--- config.mk ---
export PLATFORM = sky130hd
export DESIGN_NAME = mem_req_stage
export DESIGN_NICKNAME = d
export VERILOG_FILES = /design/src/rtl/mem_req_stage_pkg.sv /design/src/rtl/mem_req_stage_align.sv /design/src/rtl/mem_req_stage.sv
export SDC_FILE = /design/constraint.sdc
export NUM_CORES = 1
export LEC_CHECK = 0
export BUFFER_PORTS_ARGS = -buffer_cell sky130_fd_sc_hd__buf_2
export CELL_PAD_IN_SITES_DETAIL_PLACEMENT = 0
export CELL_PAD_IN_SITES_GLOBAL_PLACEMENT = 2
export CORE_UTILIZATION = 29
export DETAILED_ROUTE_END_ITERATION = 16
export GPL_ROUTABILITY_DRIVEN = 0
export PLACE_DENSITY = 0.92
export SETUP_SLACK_MARGIN = 0.5
export SLEW_MARGIN = 10
export SYNTH_ARGS = -nofsm -noshare
export SYNTH_HDL_FRONTEND = slang
export SYNTH_SLANG_ARGS = --single-unit
--- constraint.sdc ---
create_clock -name clk -period 2.6 [get_ports clk]
set_input_delay 0.26 -clock clk [delete_from_list [all_inputs] [get_ports clk]]
set_output_delay 0.26 -clock clk [all_outputs]
set_load 0.02 [all_outputs]
--- src/rtl/mem_req_stage_pkg.sv ---
// Shared control-flag indices, bus size encodings and stage state type
// for the memory-access request stage.
package mem_req_stage_pkg;

    localparam int I_LB    = 0;
    localparam int I_LBU   = 1;
    localparam int I_LH    = 2;
    localparam int I_LHU   = 3;
    localparam int I_LW    = 4;
    localparam int I_LWL   = 5;
    localparam int I_LWR   = 6;
    localparam int I_SB    = 7;
    localparam int I_SH    = 8;
    localparam int I_SW    = 9;
    localparam int I_SWL   = 10;
    localparam int I_SWR   = 11;
    localparam int I_MEM_R = 12;
    localparam int I_MEM_W = 13;
    localparam int I_WEX   = 14;
    localparam int I_WWB   = 15;
    localparam int I_MAX   = 16;

    localparam logic [1:0] SZ_B = 2'd0;
    localparam logic [1:0] SZ_H = 2'd1;
    localparam logic [1:0] SZ_W = 2'd2;

    typedef enum logic [1:0] {
        ST_IDLE = 2'd0,
        ST_REQ  = 2'd1,
        ST_HOLD = 2'd2
    } stage_state_e;

    // Returns {adel, ades}; LWL/LWR/SWL/SWR are never misaligned.
    function automatic logic [1:0] addr_err(input logic [I_MAX-1:0] ctrl, input logic [1:0] off);
        logic adel;
        logic ades;
        adel = (ctrl[I_LW] && (off != 2'b00)) || ((ctrl[I_LH] || ctrl[I_LHU]) && off[0]);
        ades = (ctrl[I_SW] && (off != 2'b00)) || (ctrl[I_SH] && off[0]);
        return {adel, ades};
    endfunction

endpackage

--- src/rtl/mem_req_stage_align.sv ---
// Combinational store-data alignment: maps (ctrl, eaddr, rt) to the bus
// write data, byte strobes, transfer size and word/byte address.
module store_align
    import mem_req_stage_pkg::*;
(
    input  logic [I_MAX-1:0] ctrl,
    input  logic [31:0]      eaddr,
    input  logic [31:0]      rt,
    output logic [31:0]      wdata,
    output logic [3:0]       wstrb,
    output logic [1:0]       size,
    output logic [31:0]      addr
);

    logic [1:0] off_s;
    logic [1:0] rev_s;
    logic [4:0] shl_s;
    logic [4:0] shr_s;
    logic       partial_s;

    assign off_s     = eaddr[1:0];
    assign rev_s     = 2'd3 - off_s;
    assign shl_s     = {off_s, 3'b000};
    assign shr_s     = {rev_s, 3'b000};
    assign partial_s = ctrl[I_LWL] | ctrl[I_LWR] | ctrl[I_SWL] | ctrl[I_SWR];
    assign addr      = partial_s ? {eaddr[31:2], 2'b00} : eaddr;

    // Store data replication/shift and byte-lane strobes
    always_comb begin
        wdata = 32'h0000_0000;
        wstrb = 4'b0000;
        if (ctrl[I_SB]) begin
            wdata = {4{rt[7:0]}};
            wstrb = 4'b0001 << off_s;
        end else if (ctrl[I_SH]) begin
            wdata = {2{rt[15:0]}};
            wstrb = 4'b0011 << off_s;
        end else if (ctrl[I_SW]) begin
            wdata = rt;
            wstrb = 4'b1111;
        end else if (ctrl[I_SWL]) begin
            wdata = rt >> shr_s;
            wstrb = 4'b1111 >> rev_s;
        end else if (ctrl[I_SWR]) begin
            wdata = rt << shl_s;
            wstrb = 4'b1111 << off_s;
        end else begin
            wdata = 32'h0000_0000;
            wstrb = 4'b0000;
        end
    end

    // Transfer size: partial-word ops always move a whole word
    always_comb begin
        size = SZ_W;
        if (ctrl[I_LB] || ctrl[I_LBU] || ctrl[I_SB]) begin
            size = SZ_B;
        end else if (ctrl[I_LH] || ctrl[I_LHU] || ctrl[I_SH]) begin
            size = SZ_H;
        end else begin
            size = SZ_W;
        end
    end

endmodule

--- src/rtl/mem_req_stage.sv ---
// Memory-access request stage: latches one instruction from execute, issues
// its data-bus request and holds it until writeback takes it.
module mem_req_stage
    import mem_req_stage_pkg::*;
(
    input  logic             clk,
    input  logic             resetn,
    input  logic             valid_i,
    output logic             ready_o,
    input  logic [31:0]      pc_i,
    input  logic [31:0]      inst_i,
    input  logic [I_MAX-1:0] ctrl_i,
    input  logic [31:0]      result_i,
    input  logic [31:0]      rdata2_i,
    input  logic [4:0]       waddr_i,
    output logic             valid_o,
    input  logic             ready_i,
    output logic [31:0]      pc_o,
    output logic [31:0]      inst_o,
    output logic [I_MAX-1:0] ctrl_o,
    output logic [31:0]      result_o,
    output logic [31:0]      eaddr_o,
    output logic [31:0]      rdata2_o,
    output logic [4:0]       waddr_o,
    output logic             adel_o,
    output logic             ades_o,
    output logic             data_req,
    output logic             data_wr,
    output logic [1:0]       data_size,
    output logic [31:0]      data_addr,
    output logic [31:0]      data_wdata,
    output logic [3:0]       data_wstrb,
    input  logic             data_addr_ok,
    input  logic             data_data_ok
);

    stage_state_e state_r;
    logic         outst_r;
    logic         accept_s;
    logic [1:0]   err_s;
    logic         mem_go_s;
    logic [31:0]  wdata_s;
    logic [3:0]   wstrb_s;
    logic [1:0]   size_s;
    logic [31:0]  addr_s;

    store_align u_align (
        .ctrl  (ctrl_i),
        .eaddr (result_i),
        .rt    (rdata2_i),
        .wdata (wdata_s),
        .wstrb (wstrb_s),
        .size  (size_s),
        .addr  (addr_s)
    );

    assign err_s    = addr_err(ctrl_i, result_i[1:0]);
    assign mem_go_s = (ctrl_i[I_MEM_R] || ctrl_i[I_MEM_W]) && (err_s == 2'b00);
    assign ready_o  = (state_r == ST_IDLE) || ((state_r == ST_HOLD) && ready_i);
    assign accept_s = valid_i && ready_o;
    assign valid_o  = (state_r == ST_HOLD);
    // A new request may overlap the previous response's completion cycle.
    assign data_req = (state_r == ST_REQ) && (!outst_r || data_data_ok);

    // Stage FSM
    always_ff @(posedge clk or negedge resetn) begin
        if (!resetn) begin
            state_r <= ST_IDLE;
        end else begin
            case (state_r)
                ST_IDLE: begin
                    if (accept_s) begin
                        state_r <= mem_go_s ? ST_REQ : ST_HOLD;
                    end else begin
                        state_r <= ST_IDLE;
                    end
                end
                ST_REQ: begin
                    if (data_req && data_addr_ok) begin
                        state_r <= ST_HOLD;
                    end else begin
                        state_r <= ST_REQ;
                    end
                end
                ST_HOLD: begin
                    if (accept_s) begin
                        state_r <= mem_go_s ? ST_REQ : ST_HOLD;
                    end else if (ready_i) begin
                        state_r <= ST_IDLE;
                    end else begin
                        state_r <= ST_HOLD;
                    end
                end
                default: state_r <= ST_IDLE;
            endcase
        end
    end

    // Single outstanding-transaction flag; a same-cycle grant wins over completion
    always_ff @(posedge clk or negedge resetn) begin
        if (!resetn) begin
            outst_r <= 1'b0;
        end else if (data_req && data_addr_ok) begin
            outst_r <= 1'b1;
        end else if (data_data_ok) begin
            outst_r <= 1'b0;
        end else begin
            outst_r <= outst_r;
        end
    end

    // Pipeline and bus-request fields, captured only on accept so they stay stable
    always_ff @(posedge clk or negedge resetn) begin
        if (!resetn) begin
            pc_o       <= 32'h0000_0000;
            inst_o     <= 32'h0000_0000;
            ctrl_o     <= {I_MAX{1'b0}};
            result_o   <= 32'h0000_0000;
            eaddr_o    <= 32'h0000_0000;
            rdata2_o   <= 32'h0000_0000;
            waddr_o    <= 5'd0;
            adel_o     <= 1'b0;
            ades_o     <= 1'b0;
            data_wr    <= 1'b0;
            data_size  <= 2'd0;
            data_addr  <= 32'h0000_0000;
            data_wdata <= 32'h0000_0000;
            data_wstrb <= 4'b0000;
        end else if (accept_s) begin
            pc_o       <= pc_i;
            inst_o     <= inst_i;
            ctrl_o     <= ctrl_i;
            result_o   <= result_i;
            eaddr_o    <= result_i;
            rdata2_o   <= rdata2_i;
            waddr_o    <= waddr_i;
            adel_o     <= err_s[1];
            ades_o     <= err_s[0];
            data_wr    <= ctrl_i[I_MEM_W];
            data_size  <= size_s;
            data_addr  <= addr_s;
            data_wdata <= wdata_s;
            data_wstrb <= wstrb_s;
        end else begin
            pc_o       <= pc_o;
            inst_o     <= inst_o;
            ctrl_o     <= ctrl_o;
            result_o   <= result_o;
            eaddr_o    <= eaddr_o;
            rdata2_o   <= rdata2_o;
            waddr_o    <= waddr_o;
            adel_o     <= adel_o;
            ades_o     <= ades_o;
            data_wr    <= data_wr;
            data_size  <= data_size;
            data_addr  <= data_addr;
            data_wdata <= data_wdata;
            data_wstrb <= data_wstrb;
        end
    end

endmodule

==> results.cfg <==
[global_route]
grt_max_degree = 78
track_usage = 0.191
antenna_found_initial = 4
grt-ovfl-total = 0
grt_pass1_vias = 8491
grt_pass1_wl_mm = 48.7

[clock_network]
cts_made_buffers = 17
cts_buffer_depth = 2
clock_latency_ns = 0.44
cts.sinks = 194
h-tree-depth = 4
root_buffer = clkbuf_16
clkTransAtPathRegs_ns = 0.07
cts_tree = yes

[power_and_ir_drop]
p_comb_frac = 0.339
switching_share = 0.383
powerDensity_mw_per_mm2 = 764
switching_power_uw = 3780
peakVddDrop_uv = 433
p_seq_frac = 0.400
clkPwrFrac = 0.262
cellLeakagePower_uw = 0.00682
intPower_uw = 6100

[sta]
relSlewSlack = 0.247
setup_tns_ns = 0
setup_viol_count_final = 0
max_freq_mhz = 503
fin_crit_sh = 0.764
setup_slack_ns = 0.612
tightest_slew_ns = 1.12
rsz0062_at_grt = no
fin_crit_ns = 1.99
finalHoldViolations = 0
finalClockSkew_ns = 0.00802
fin_hold_ws_ns = 0.0212
drv_slew = 0

[run_status]
status = finished clean

[synthesis]
yosys_warnings = 0
avgSynthCellArea_sq_um = 8.89
synth-async-reset-ratio = 1.00
synth-main-ff-cell = dfrtp_1
yosys.area_share.adder = 0.00666
ys_ff_latch = 194
synth_xor_area_frac = 0
ys_seq_area_frac = 0.517
synthSimpleGateAreaFrac = 0.231
synth-edff-count = 0
syn-cell-area_sq_mm = 0.00939
synth-compound-area-share = 0.113
synthCells = 1056
synth_top_family_by_area = simple AND/OR/NAND/NOR gates
synthMuxAreaShare = 0.0377
synth_cell_type_count = 45
syn_nets = 1216

[placement]
io_buffers = 411
dp_hpwl_mm = 22.4
placed_area_sq_mm = 0.0114
pre_cts_slack_ns = 0.574

[cells_and_area]
final_util = 0.408
nNetsFinal = 1631
ff_latch_area_sq_mm = 0.00485
multiInputGateArea_sq_mm = 0.00366
syn_to_final_growth_pct = 37.8
nFillCells = 3216
drive_gt1_frac = 0.329
final_area_sq_mm = 0.0129

[route]
viasPerCell = 4.68
wl_per_cell_microns = 17.0
vias = 8847
route.detailed.drc = 0
drtAntennaViolNets = 0
first_pass_iters = 5
drt-initial-drc-count = 570
routed_wl_mm = 32.0

[floorplanning]
die_h_microns = 182
fp.coreArea_sq_mm = 0.0317
die-area_sq_mm = 0.0331
die_w_microns = 182
io_pins = 412
rows = 65
initial_core_util = 0.296

[critical_path]
start_kind = register
path_max_fanout = 26
worst_setup_path_end_kind = register
cp_data_arrival_time_ns = 2.36
cp.required_ns = 2.97
critical_path_class = reg2reg

[min_path]
min_path_type = in2reg

[run]
drv_cap = 0
synth_stat cells (4+ instances only):
| cell type | count | share of area |
|---|---|---|
| nor3_1 | 7 | 0.0037 |
| dfrtp_1 | 194 | 0.52 |
| buf_6 | 5 | 0.0060 |
| mux4_2 | 7 | 0.017 |
| inv_1 | 6 | 0.0024 |
| buf_4 | 65 | 0.052 |
| a221oi_1 | 24 | 0.022 |
| a21oi_1 | 10 | 0.0053 |
| nand2_1 | 455 | 0.18 |
| a221o_1 | 24 | 0.026 |
| nand3b_1 | 8 | 0.0064 |
| buf_2 | 38 | 0.020 |
| and2_1 | 9 | 0.0060 |
| o211ai_1 | 9 | 0.0072 |
| ha_1 | 5 | 0.0067 |
| mux2_2 | 8 | 0.0096 |
| mux2i_1 | 8 | 0.0085 |
| a31oi_1 | 12 | 0.0080 |
| nor2_1 | 39 | 0.016 |
| o31ai_1 | 10 | 0.0080 |
| o21ai_0 | 43 | 0.023 |
| o22ai_1 | 9 | 0.0060 |
| clkbuf_1 | 20 | 0.0080 |
| nand2b_1 | 4 | 0.0027 |
| nand3_1 | 9 | 0.0048 |
| nor2b_1 | 4 | 0.0027 |
cell families after synthesis:
group | count (synthesis)
muxes | 24
and+or+nand+nor | 543
AOI/OAI and AO/OA | 149
buffers and inverters | 141
adders and majority gates | 5
DFF | 194
worst max-delay path, stage by stage, from the launching register on:
cell and delay, ns:
dfrtp_1 0.40, nand2b_1 0.38, nand2_4 0.33, a21oi_2 0.54, a221o_1 0.26
metrics by stage:
stage | power (uW) | cells
4_1_cts | 10000 | 1885
6_report | 9880 | 1889
3_5_place_dp | 7250 | 1757
5_1_grt | 10500 | 1888
2_1_floorplan | 6120 | 1056
3_3_place_gp | 7220 | 1757
layout by cell type, fill, tap and decap left out, drive strengths merged, types with 12 or more instances in the layout:
master / netlist / routed
a31oi: 12 / 12
nand2: 455 / 455
a221oi: 24 / 24
nor2: 39 / 39
dfrtp: 194 / 194
buf: 113 / 431
dlygate4sd3: 0 / 96
o21ai: 43 / 43
clkbuf: 20 / 20
a221o: 24 / 24
worst paths after layout:
| path | cells past startpoint | endpoint | slack, ns | from |
|---|---|---|---|---|
| max in group asynchronous | 3 | inst_o[27] | 1.44 | resetn |
| worst min register to register | 2 | inst_o[24] | 0.47 | inst_o[24] |
| worst max register to register | 4 | data_wdata[0] | 0.61 | state_r[1] |
| worst max-delay path | 4 | data_wdata[0] | 0.61 | state_r[1] |
| worst min-delay path | 3 | pc_o[17] | 0.02 | pc_i[17] |
| min in group asynchronous | 2 | pc_o[13] | 0.39 | resetn |
per-layer routing:
| layer | vias to the layer above | GRT usage | wire, microns |
|---|---|---|---|
| met1 | 4162 | 0.245 | 13900 |
| li1 | 4271 | - | - |
| met4 | 2 | 0.0760 | 891 |
| met3 | 49 | 0.0489 | 2190 |
| met2 | 363 | 0.308 | 15100 |
| met5 | - | 0 | 10 |
layout make-up:
cell class	count	share of cell area
Inverter	8	0.00232
Clock inverter	13	0.00997
Tap cell	402	0.0389
Antenna cell	3	0.000580
Timing Repair Buffer	528	0.256
Sequential cell	194	0.375
Multi-Input combinational cell	722	0.283
Clock buffer	19	0.0342
sequential cells by signal, summed over array words and instances, names as in the netlist:
register    flops
ades_o          1
ctrl_o         16
inst_o         32
outst_r         1
pc_o           32
data_wstrb      4
adel_o          1
data_size       2
state_r         2
data_wdata     32
data_addr       2
eaddr_o        32
rdata2_o       32
waddr_o         5
power groups by stage:
stage	registers, uW	logic (uW)	clock network (uW)
after global routing	4030	3620	2810
after global placement	3980	3240	0
after detailed placement	4000	3250	0
after floorplan	4700	1420	0
after CTS	3950	3370	2700
final	3950	3350	2590
timing repair:
item | in CTS | in global routing
buffers inserted | 0 | 0
gates resized for setup | 0 | 1
setup endpoints to repair | 0 | 12
hold buffers | 96 | 0
endpoints found under the hold margin | 169 | 0
No activity file was read; power rests on OpenSTA's default activity.
